### src/rtl/ifu32.sv
// ifu32 - instruction fetch unit for the 32-bit RV core.
//
// Owns the PC, issues one outstanding instruction-memory request at a time,
// buffers one fetched word towards decode behind a valid/ready handshake and
// accepts PC redirects from execute. A redirect that lands while a fetch is
// outstanding sets `kill`, so the stale response is dropped when it arrives.
//
// Build option: IFU32_MISALIGN_TRAP_EN
//   defined   - a PC with [1:0] != 0 issues no memory request; a fetch fault
//               word (inst=0, inst_fault=1) is delivered instead.
//   undefined - PC bits [1:0] are forced to zero on reset and redirect load,
//               so every fetch is word aligned and no misalign fault exists.

module ifu32 #(
  parameter int               WIDTH    = 32,
  parameter logic [WIDTH-1:0] RESET_PC = WIDTH'(32'h8000_0000)
) (
  input  logic             clk,
  input  logic             rst,
  // instruction memory request channel
  output logic             imem_req_valid,
  input  logic             imem_req_ready,
  output logic [WIDTH-1:0] imem_addr,
  // instruction memory response channel
  input  logic             imem_resp_valid,
  input  logic [31:0]      imem_resp_data,
  input  logic             imem_resp_err,
  // redirect from execute / branch / trap
  input  logic             redirect_valid,
  input  logic [WIDTH-1:0] redirect_pc,
  // instruction towards decode
  output logic             inst_valid,
  input  logic             inst_ready,
  output logic [31:0]      inst,
  output logic [WIDTH-1:0] inst_pc,
  output logic             inst_fault
);

  typedef enum logic [1:0] {
    S_IDLE = 2'd0,
    S_REQ  = 2'd1,
    S_WAIT = 2'd2,
    S_HOLD = 2'd3
  } state_t;

  localparam logic [WIDTH-1:0] PC_STEP = WIDTH'(4);

  // Keeps a PC word aligned unless misaligned PCs are trapped instead.
  function automatic logic [WIDTH-1:0] align_pc(input logic [WIDTH-1:0] addr);
`ifdef IFU32_MISALIGN_TRAP_EN
    return addr;
`else
    return {addr[WIDTH-1:2], 2'b00};
`endif
  endfunction

  state_t           state_r;
  state_t           state_s;
  logic [WIDTH-1:0] pc_r;
  logic [WIDTH-1:0] pc_s;
  logic             kill_r;
  logic             kill_s;
  logic [31:0]      inst_r;
  logic [31:0]      inst_s;
  logic [WIDTH-1:0] inst_pc_r;
  logic [WIDTH-1:0] inst_pc_s;
  logic             inst_fault_r;
  logic             inst_fault_s;

  logic             misalign_s;
  logic             req_valid_s;
  logic             req_fire_s;

`ifdef IFU32_MISALIGN_TRAP_EN
  assign misalign_s = (pc_r[1:0] != 2'b00);
`else
  assign misalign_s = 1'b0;
`endif

  // A misaligned PC never reaches the memory bus; it becomes a fault word.
  assign req_valid_s = (state_r == S_REQ) && !misalign_s;
  assign req_fire_s  = req_valid_s && imem_req_ready;

  // Next-state, next-PC, kill and output-buffer decisions; redirect wins.
  always_comb begin
    state_s      = state_r;
    pc_s         = pc_r;
    kill_s       = kill_r;
    inst_s       = inst_r;
    inst_pc_s    = inst_pc_r;
    inst_fault_s = inst_fault_r;

    if (redirect_valid) begin
      pc_s = align_pc(redirect_pc);
      case (state_r)
        S_REQ: begin
          if (req_fire_s) begin
            // request went out this cycle: its response is now stale
            state_s = S_WAIT;
            kill_s  = 1'b1;
          end else begin
            state_s = S_REQ;
          end
        end
        S_WAIT: begin
          if (imem_resp_valid) begin
            // stale response arrives together with the redirect: drop it
            state_s = S_REQ;
            kill_s  = 1'b0;
          end else begin
            state_s = S_WAIT;
            kill_s  = 1'b1;
          end
        end
        S_IDLE: begin
          state_s = S_REQ;
        end
        S_HOLD: begin
          // a coincident inst_ready still completes; the word is simply gone
          state_s = S_REQ;
        end
        default: begin
          state_s = S_IDLE;
        end
      endcase
    end else begin
      case (state_r)
        S_IDLE: begin
          state_s = S_REQ;
        end
        S_REQ: begin
          if (misalign_s) begin
            // PC is left alone; trap logic is expected to redirect away
            state_s      = S_HOLD;
            inst_s       = 32'h0000_0000;
            inst_pc_s    = pc_r;
            inst_fault_s = 1'b1;
          end else if (imem_req_ready) begin
            state_s = S_WAIT;
          end else begin
            state_s = S_REQ;
          end
        end
        S_WAIT: begin
          if (imem_resp_valid) begin
            if (kill_r) begin
              state_s = S_REQ;
              kill_s  = 1'b0;
            end else begin
              // faulted words are delivered as zero and never stall
              state_s      = S_HOLD;
              inst_s       = imem_resp_err ? 32'h0000_0000 : imem_resp_data;
              inst_pc_s    = pc_r;
              inst_fault_s = imem_resp_err;
              pc_s         = pc_r + PC_STEP;
            end
          end else begin
            state_s = S_WAIT;
          end
        end
        S_HOLD: begin
          if (inst_ready) begin
            state_s = S_REQ;
          end else begin
            state_s = S_HOLD;
          end
        end
        default: begin
          state_s = S_IDLE;
        end
      endcase
    end
  end

  // State, PC, kill flag and decode buffer registers with synchronous reset.
  always_ff @(posedge clk) begin
    if (rst) begin
      state_r      <= S_IDLE;
      pc_r         <= align_pc(RESET_PC);
      kill_r       <= 1'b0;
      inst_r       <= 32'h0000_0000;
      inst_pc_r    <= '0;
      inst_fault_r <= 1'b0;
    end else begin
      state_r      <= state_s;
      pc_r         <= pc_s;
      kill_r       <= kill_s;
      inst_r       <= inst_s;
      inst_pc_r    <= inst_pc_s;
      inst_fault_r <= inst_fault_s;
    end
  end

  // All outputs are decoded from registered state only.
  assign imem_req_valid = req_valid_s;
  assign imem_addr      = pc_r;
  assign inst_valid     = (state_r == S_HOLD);
  assign inst           = inst_r;
  assign inst_pc        = inst_pc_r;
  assign inst_fault     = inst_fault_r;

endmodule

### config.mk
export PLATFORM = sky130hd
export DESIGN_NAME = ifu32
export DESIGN_NICKNAME = d
export VERILOG_FILES = /design/src/rtl/ifu32.sv
export SDC_FILE = /design/constraint.sdc
export NUM_CORES = 1
export LEC_CHECK = 0
export BUFFER_PORTS_ARGS = -buffer_cell sky130_fd_sc_hd__buf_2
export CORE_UTILIZATION = 49
export CTS_CLUSTER_SIZE = 24
export DETAILED_ROUTE_END_ITERATION = 10
export PLACE_DENSITY = 0.88
export SLEW_MARGIN = 25
export SYNTH_ARGS = -nofsm -noshare
export SYNTH_HDL_FRONTEND = slang
export SYNTH_SLANG_ARGS = --single-unit
### constraint.sdc
create_clock -name clk -period 2.6 [get_ports clk]
set_input_delay 0.52 -clock clk [delete_from_list [all_inputs] [get_ports clk]]
set_output_delay 0.52 -clock clk [all_outputs]
set_load 0.01 [all_outputs]
# Word level (Yosys, flattened, before mapping)
# Cells that the tools add are included.
# totals
ff_bits	100
input_bits	71
out_inout_bits	99
wordCells	46
# classes
addsub	1
n_eq_ne	5
n_mux	20
bitwise_logic	2
n_reduce_logical	11
# ops
operator	n
two-way mux 32 bit	5
adder 32 x 3 -> 32 bit, second input constant	1
two-way mux 2 bit	7
one-hot mux 2 bit (4 select lines)	1
AND reduction 4 bit	2
one-hot mux 2 bit (3 select lines)	1
AND reduction 3 bit	2
nonzero test 2 bit	3
two-way mux 1 bit	5
equality test 2 bit, second input constant	2
OR reduction 2 bit	2
inequality test 3 x 2 -> 1 bit, second input constant	1
equality test 2 x 1 -> 1 bit, second input constant	1
zero test 2 bit	1
inequality test 2 bit, second input constant	1
inverter 1 bit	2
one-hot mux 1 bit (2 select lines)	1
logical AND 1 bit	1

# Logic depth before layout (Yosys ltp)
# Gate-level depths: netlist of the first run.
# logic_depth
word_depth	5
ltp_mapped	8
ltp_nobuf	6

# Worst setup path before layout of the first run
# No wires, ideal clock.
# synth_path
kind	reg2reg
startpoint	register state_r[0]
endpoint	register pc_r[25], in the netlist imem_addr[25]
setup_time_ps	91
arrival_ps	2040
required_time_ps	2509
path_slack_ps	469
path_stages_with_launch	8
n_path_buf	1
path_cell_list	dfxtp_1 > inv_1 > ha_1 > nand4b_4 > or3_1 > buf_2 > or4_1 > a311oi_1
# synth_via
elab_chain_cells	3
# synth_lines
element	line_no	rtl
start, declared	57	state_t state_r;
start signal, assigned	185	state_r <= state_s;
equality test 2 bit	127	case (state_r)
nonzero test 2 bit (no line)	--	
AND reduction 3 bit (no line)	--	
end signal, assigned	179	pc_r <= align_pc(RESET_PC);
end signal, assigned	186	pc_r <= pc_s;
end, declared	59	logic [WIDTH-1:0] pc_r;
# Every way passes these cells.
# A chain may end at the register's enable or synchronous reset.

# Worst setup path in the final report of the first run
# layout_path
startpoint	register state_r[0]
endpoint	register pc_r[23], in the netlist imem_addr[23]
# The elaborated chain is that of the path after synthesis.

==> impl_results.md, run 1 <==
* H-tree depth at 3
* Critical Path, Cell by Cell: inv_1 -> ha_1 -> nand4b_4 -> or3_1 -> or4_1 -> a311oi_1
* RSZ-0062 raised after global routing: false
* Core Rows at 34
* Placed insts at 778
* Area added between synthesis and finish at 22.7%
* Reg clk slew, reported paths at 0.10 ns
* Fin nets at 759
* # fillers at 766
* Layout cells sized above 1 at 28.3%
* Yosys cell types at 42
* Area occupied by multi-input gates at 2240 um2
* Initial antenna violation count at 0
* Core area at 8720 um2
* Total grt overflow at 0
* HP Class: primary input to flop
* CP max stage delay at 0.57 ns
* Arrival @ worst endpoint at 2.73 ns
* Reg area at 1920 um2
* DRT iter0 DRCs at 328
* Period utilisation layout at 94.3%
* Post-synthesis sequential area ratio at 43.5%
* Largest net degree at the start of global routing at 92
* Status: finished, final reports clean
* Cell taking the most area after synthesis: dfxtp_1
* Synth area leaders: dfxtp_1 (43%), nand2_1 (9.2%), a21oi_1 (7.7%), nand3b_1 (5.6%), a311oi_1 (3.2%)
* Hold_buf cts at 0
* Pwr Density at 512 nW/um2
* WL/cell at 15.3 um
* DR top layer: met4
* Worst Setup End Kind: flop
* Pre-Repair DR Iteration Count at 5
* Post-route insts no fill at 794
* Crit path max-delay cell type: or3_1
* Post-route antenna net violation count at 0
* Initial Util at 50.7%
* HPWL Detailed at 8620 um
* Peak VDD IR at 306 uV
* Die area at 9410 um2
* Cell Area, Synth at 4420 um2
* Global-route wire length before repair at 20000 um
* Top post-synthesis cells by count: nand2_1 (108), dfxtp_1 (96), a21oi_1 (68)
* Post-CTS sizing at 0
* Number of flops mapped to enable cells by yosys at 0
* GRT Overall Usage at 25.7%
* Total power at 0.00278 W
* Gpl congestion at 0.920
* Final wirelength at 12100 um
* Crit path from: state_r[0]
* Most frequent cell after synthesis: nand2_1
* Final min period at 2.45 ns
* Number of global-route vias before repair at 4180
* Seq cells post-synth at 96
* Actual slew at the worst max-slew pin at 0.608 ns
* Cell Area, Placed at 5250 um2
* F_max at 408 MHz
* Total CTS buffers at 9
* Final hold vios at 0
* Max-slew violation count at 0
* # setup viols final at 0
* Worst r2r src: state_r[0]
* Diodes inserted at 0
* HP Start: imem_resp_data[2]
* Post-CTS setup buffers at 0
* Synth Flop Type: dfxtp_1
* Critical Path RT at 2.88 ns
* Layout Utilization at 62.2%
* Vias per cell at 5.64
* Die H at 97.0 um
* Metal3 WL at 745 um
* Vias at 4480
* Met1 WL at 5210 um
* Die X at 97.0 um
* I/O Pins at 170
* Async SR Flop Fraction at 0%
* Root Driver: clkbuf_8
* Worst slew margin at 59.2%
* Fin area at 5430 um2
* # clock sinks at 96
* Mapped Cells at 538
* DR DRC count at 0
* Mean post-synth cell area at 8.22 um2
* Worst setup SP type: flop
* Kind of critical path: flop to flop
* Worst clock skew at 0.00935 ns
* Leakage at 2.22 nW
* Detail Route met2 WL at 5840 um
* Worst-path fanout max at 10
* Yosys top cell area share at 43.5%
* Maximum capacitance violations at 0
* Syn. warnings at 0
* Setup tns final at 0 ns
* PortBufs at 163
* Worst-skew pair later-pin latency at 0.36 ns
* CTS tree: done
* Clock tree buffer depth at 2
[final cells by class]
| class | count | area share [%] |
|---|---|---|
| clock buffer | 10 | 2.35 |
| clock inverter | 6 | 0.899 |
| inverter | 11 | 0.761 |
| multi-input combinational | 391 | 41.3 |
| sequential | 96 | 35.4 |
| tap | 108 | 2.49 |
| timing repair buffer | 172 | 16.7 |
[path summary, 6_finish.rpt]
kind / depth (start not counted) / end / slack [ns]
max: 6 / imem_addr[23] / 0.15
min: 3 / inst[2] / 0.40
max reg2reg: 6 / imem_addr[23] / 0.15
min reg2reg: 2 / inst[26] / 0.45
[cell usage in the layout, fill, tap and decap left out, types with 3 or more instances in the layout]
master and count:
buf_2 163, nand2_1 108, dfxtp_1 96, a21oi_1 68, nand3b_1 33, nor2_1 31, a311oi_1 16, o31ai_1 12
or4_1 12, a211oi_1 12, inv_1 11, nand4_1 11, nor3_1 9, clkbuf_8 9, nand3_1 8, nor4_1 7
xnor2_1 7, ha_1 7, buf_4 7, or3_1 6, o21ai_0 6, and4_1 4, and3_1 4, conb_1 4
xor2_1 3
[power breakdown]
group | leakage (nW) | internal, W | switching, W
combinational | 1.35 | 0.000133 | 0.000160
sequential | 0.781 | 0.00151 | 0.0000672
clock | 0.0852 | 0.000360 | 0.000552
total | 2.22 | 0.00200 | 0.000779
[logic make-up after synthesis]
group / Yosys count / share of synthesized area (%)
other: 1 / 0.0848
buffers and inverters: 54 / 6.20
XOR/XNOR: 10 / 1.98
adder cells (fa/ha/maj): 7 / 1.98
AND/OR/NAND/NOR: 247 / 28.9
AO/OA/AOI/OAI: 121 / 16.9
multiplexers: 2 / 0.453
flip-flops: 96 / 43.5
[flip-flops by register name (all words and copies together) (netlist names)]
| signal | flops |
|---|---|
| imem_addr | 30 |
| inst | 32 |
| inst_fault | 1 |
| inst_pc | 30 |
| kill_r | 1 |
| state_r | 2 |
[metrics by stage]
stage / worst slack [ns] / hold WS, ns
2_1_floorplan: 0.469 / 0.476
3_3_place_gp: 0.324 / 0.435
3_5_place_dp: 0.214 / 0.442
4_1_cts: 0.177 / 0.396
5_1_grt: 0.0326 / 0.382
6_report: 0.149 / 0.405
[worst max-delay path: cells and delay by family (launching register included)]
family                     cells  cell delay (ns)
adders and majority gates      1             0.34
AOI/OAI and AO/OA              1             0.27
DFF                            1             0.36
and+or+nand+nor                3             1.28
buffers and inverters          1             0.11
[metal layers]
| metal | track usage (%) | vias to the layer above |
|---|---|---|
| li1 | - | 2205 |
| met1 | 33.3 | 2045 |
| met2 | 42.1 | 191 |
| met3 | 5.42 | 39 |
| met4 | 9.76 | 0 |
| met5 | 0 | - |
(Power assumes the default switching activity.)
==> run 2: changes to the inputs <==
==> constraint.sdc (replaced) <==
create_clock -name clk -period 2.6 [get_ports clk]
set_input_delay 0.13 -clock clk [delete_from_list [all_inputs] [get_ports clk]]
set_output_delay 0.13 -clock clk [all_outputs]
set_load 0.01 [all_outputs]
==> run 2 against run 1 <==
- die area unchanged
- first-iteration DRC count rose by 3.7%
- critical path type unchanged
- critical endpoint is now imem_addr[26]
- clock power increased by 17%
- largest power group unchanged
- final area is 0.46% higher
- clock skew is 0.0019 ns higher
==> impl_results.md, run 2 (same netlist as run 1, synthesis figures left out) <==
* Status: finished, final reports clean
* Setup tns final at 0 ns (unchanged)
* Core area at 8720 um2 (unchanged)
* Root Driver: clkbuf_8
* Final min period at 2.44 ns (-0.0101 ns)
* Gpl congestion at 0.978 (+6.4%)
* Max-slew violation count at 0 (unchanged)
* Diodes inserted at 0 (unchanged)
* GR Layer Usage met1 at 34.1% (+0.85 points)
* Global-route wire length before repair at 20500 um (+2.5%)
* Post-CTS setup buffers at 0 (unchanged)
* Maximum capacitance violations at 0 (unchanged)
* Pwr Density at 539 nW/um2 (+5.1%)
* Area occupied by multi-input gates at 2240 um2 (unchanged)
* Reg area at 1920 um2 (unchanged)
* GR met3 Demand/Resource at 4.41% (-1.0 points)
* Total power at 0.00294 W (+5.6%)
* Worst-skew pair later-pin latency at 0.36 ns (about the same)
* I/O Pins at 170 (unchanged)
* Initial antenna violation count at 0 (unchanged)
* Peak VDD IR at 353 uV (+15%)
* Max reg flops at 32 (unchanged)
* Vias per cell at 5.78 (+2.4%)
* Core Rows at 34 (unchanged)
* Net Switching at 0.000800 W (+2.8%)
* Die H at 97.0 um (unchanged)
* Met2 layer usage reported by global route at 44.4% (+2.3 points)
* Busiest grt layer: met2
* Critical Path RT at 2.88 ns (about the same)
* Fin area at 5450 um2 (+0.46%)
* # clock sinks at 96 (unchanged)
* Final wirelength at 12500 um (+2.8%)
* DR DRC count at 0 (unchanged)
* GRT Overall Usage at 26.5% (+0.78 points)
* Final hold vios at 0 (unchanged)
* Period utilisation layout at 93.9% (-0.39 points)
* Most frequent cells in the layout: buf_2 (163), nand2_1 (108), dfxtp_1 (96), a21oi_1 (68), nand3b_1 (33)
* Initial Util at 50.7% (unchanged)
* Worst slew margin at 41.1% (-18 points)
* PortBufs at 163 (unchanged)
* Largest net degree at the start of global routing at 57 (-38%)
* Die X at 97.0 um (unchanged)
* Clock share of power at 36.5% (+3.7 points)
* Pre-Repair DR Iteration Count at 6 (+1)
* HPWL Detailed at 8910 um (+3.4%)
* H-tree depth at 3 (unchanged)
* Worst Setup End Kind: flop
* Worst-path fanout max at 12 (+2)
* Int Power at 0.00214 W (+6.7%)
* # fillers at 773 (+0.91%)
* CTS tree: done
* Vias at 4571 (+2.0%)
* Seq pwr share at 53.6% (-3.1 points)
* F_max at 410 MHz (+0.41%)
* Fin nets at 756 (-0.40%)
* Number of global-route vias before repair at 4224 (+1.1%)
* Reg clk slew, reported paths at 0.10 ns (about the same)
* HP Class: primary input to flop
* # setup viols final at 0 (unchanged)
* Comb power frac at 9.9% (-0.6 points)
* Clock tree buffer depth at 2 (unchanged)
* Actual slew at the worst max-slew pin at 0.884 ns (+0.276 ns)
* Total CTS buffers at 9 (unchanged)
* Layout cells sized above 1 at 28.1% (-0.17 points)
* Hold_buf cts at 0 (unchanged)
* DRT iter0 DRCs at 340 (+3.7%)
* Leakage at 2.23 nW (+0.50%)
* Sw Share at 27.3% (-0.75 points)
* Arrival @ worst endpoint at 2.72 ns (about the same)
* Commonest non-fill, non-tap cell in the layout: buf_2
* Worst setup SP type: flop
* WL/cell at 15.8 um (+3.2%)
* Post-CTS sizing at 0 (unchanged)
* Total grt overflow at 0 (unchanged)
* Area added between synthesis and finish at 23.3%
* RSZ-0062 raised after global routing: false
* Die area at 9410 um2 (unchanged)
* Cell Area, Placed at 5230 um2 (-0.43%)
* Kind of critical path: flop to flop
* Post-route antenna net violation count at 0 (unchanged)
* Worst clock skew at 0.0113 ns (+0.00190 ns)
run 2: cell types whose count changed in the layout (fill, tap and decap cells not counted), sizes merged:
cell	before	now
buf	172	169
clkinvlp	2	0
bufinv	0	1
clkinv	1	2
run 2: power by group through the flow:
stage          Clock (W)  Combinational, W  Sequential, W
4_1_cts          0.00110          0.000288        0.00157
3_5_place_dp           0          0.000286        0.00161
2_1_floorplan          0          0.000159        0.00160
3_3_place_gp           0          0.000276        0.00160
5_1_grt          0.00116          0.000318        0.00158
6_report         0.00107          0.000291        0.00157
run 2: layout make-up:
cell class	count	share of cell area [%]
clock buffers	10	2.52
clock inverters	6	1.58
inverters	11	0.757
multi-input cells	391	41.2
flip-flops and latches	96	35.3
well taps	108	2.48
repair buffers	169	16.2
run 2: final timing paths:
path	startpoint	to	slack, ns	depth (start not counted)
worst min-delay path	imem_resp_data[10]	inst[10]	0.02	3
worst max register to register	state_r[0]	imem_addr[26]	0.16	6
worst min register to register	inst[30]	inst[30]	0.45	2
worst max-delay path	state_r[0]	imem_addr[26]	0.16	6
run 2: through the flow:
stage	hold slack [ns]	util (%)	setup WS [ns]	cells
after floorplan	0.278	-	0.469	541
after global placement	0.401	59.9	0.322	775
after detailed placement	0.408	59.9	0.233	775
after CTS	0.00218	62.5	0.207	791
after global routing	0.00845	62.5	0.0232	791
final	0.0226	62.5	0.159	791
run 2: per-layer routing:
layer  share of wire, %  up-vias
li1                   -     2202
met1                 42     2108
met2                 49      217
met3                6.5       44
met4                2.6        0
met5                  0        -
run 2: worst max-delay path: stages, from the launching register on:
cell and delay, ns:
dfxtp_1 0.37, inv_1 0.12, ha_1 0.33, nand2_1 0.16, or3_1 0.58, or4_1 0.54, a311oi_1 0.26
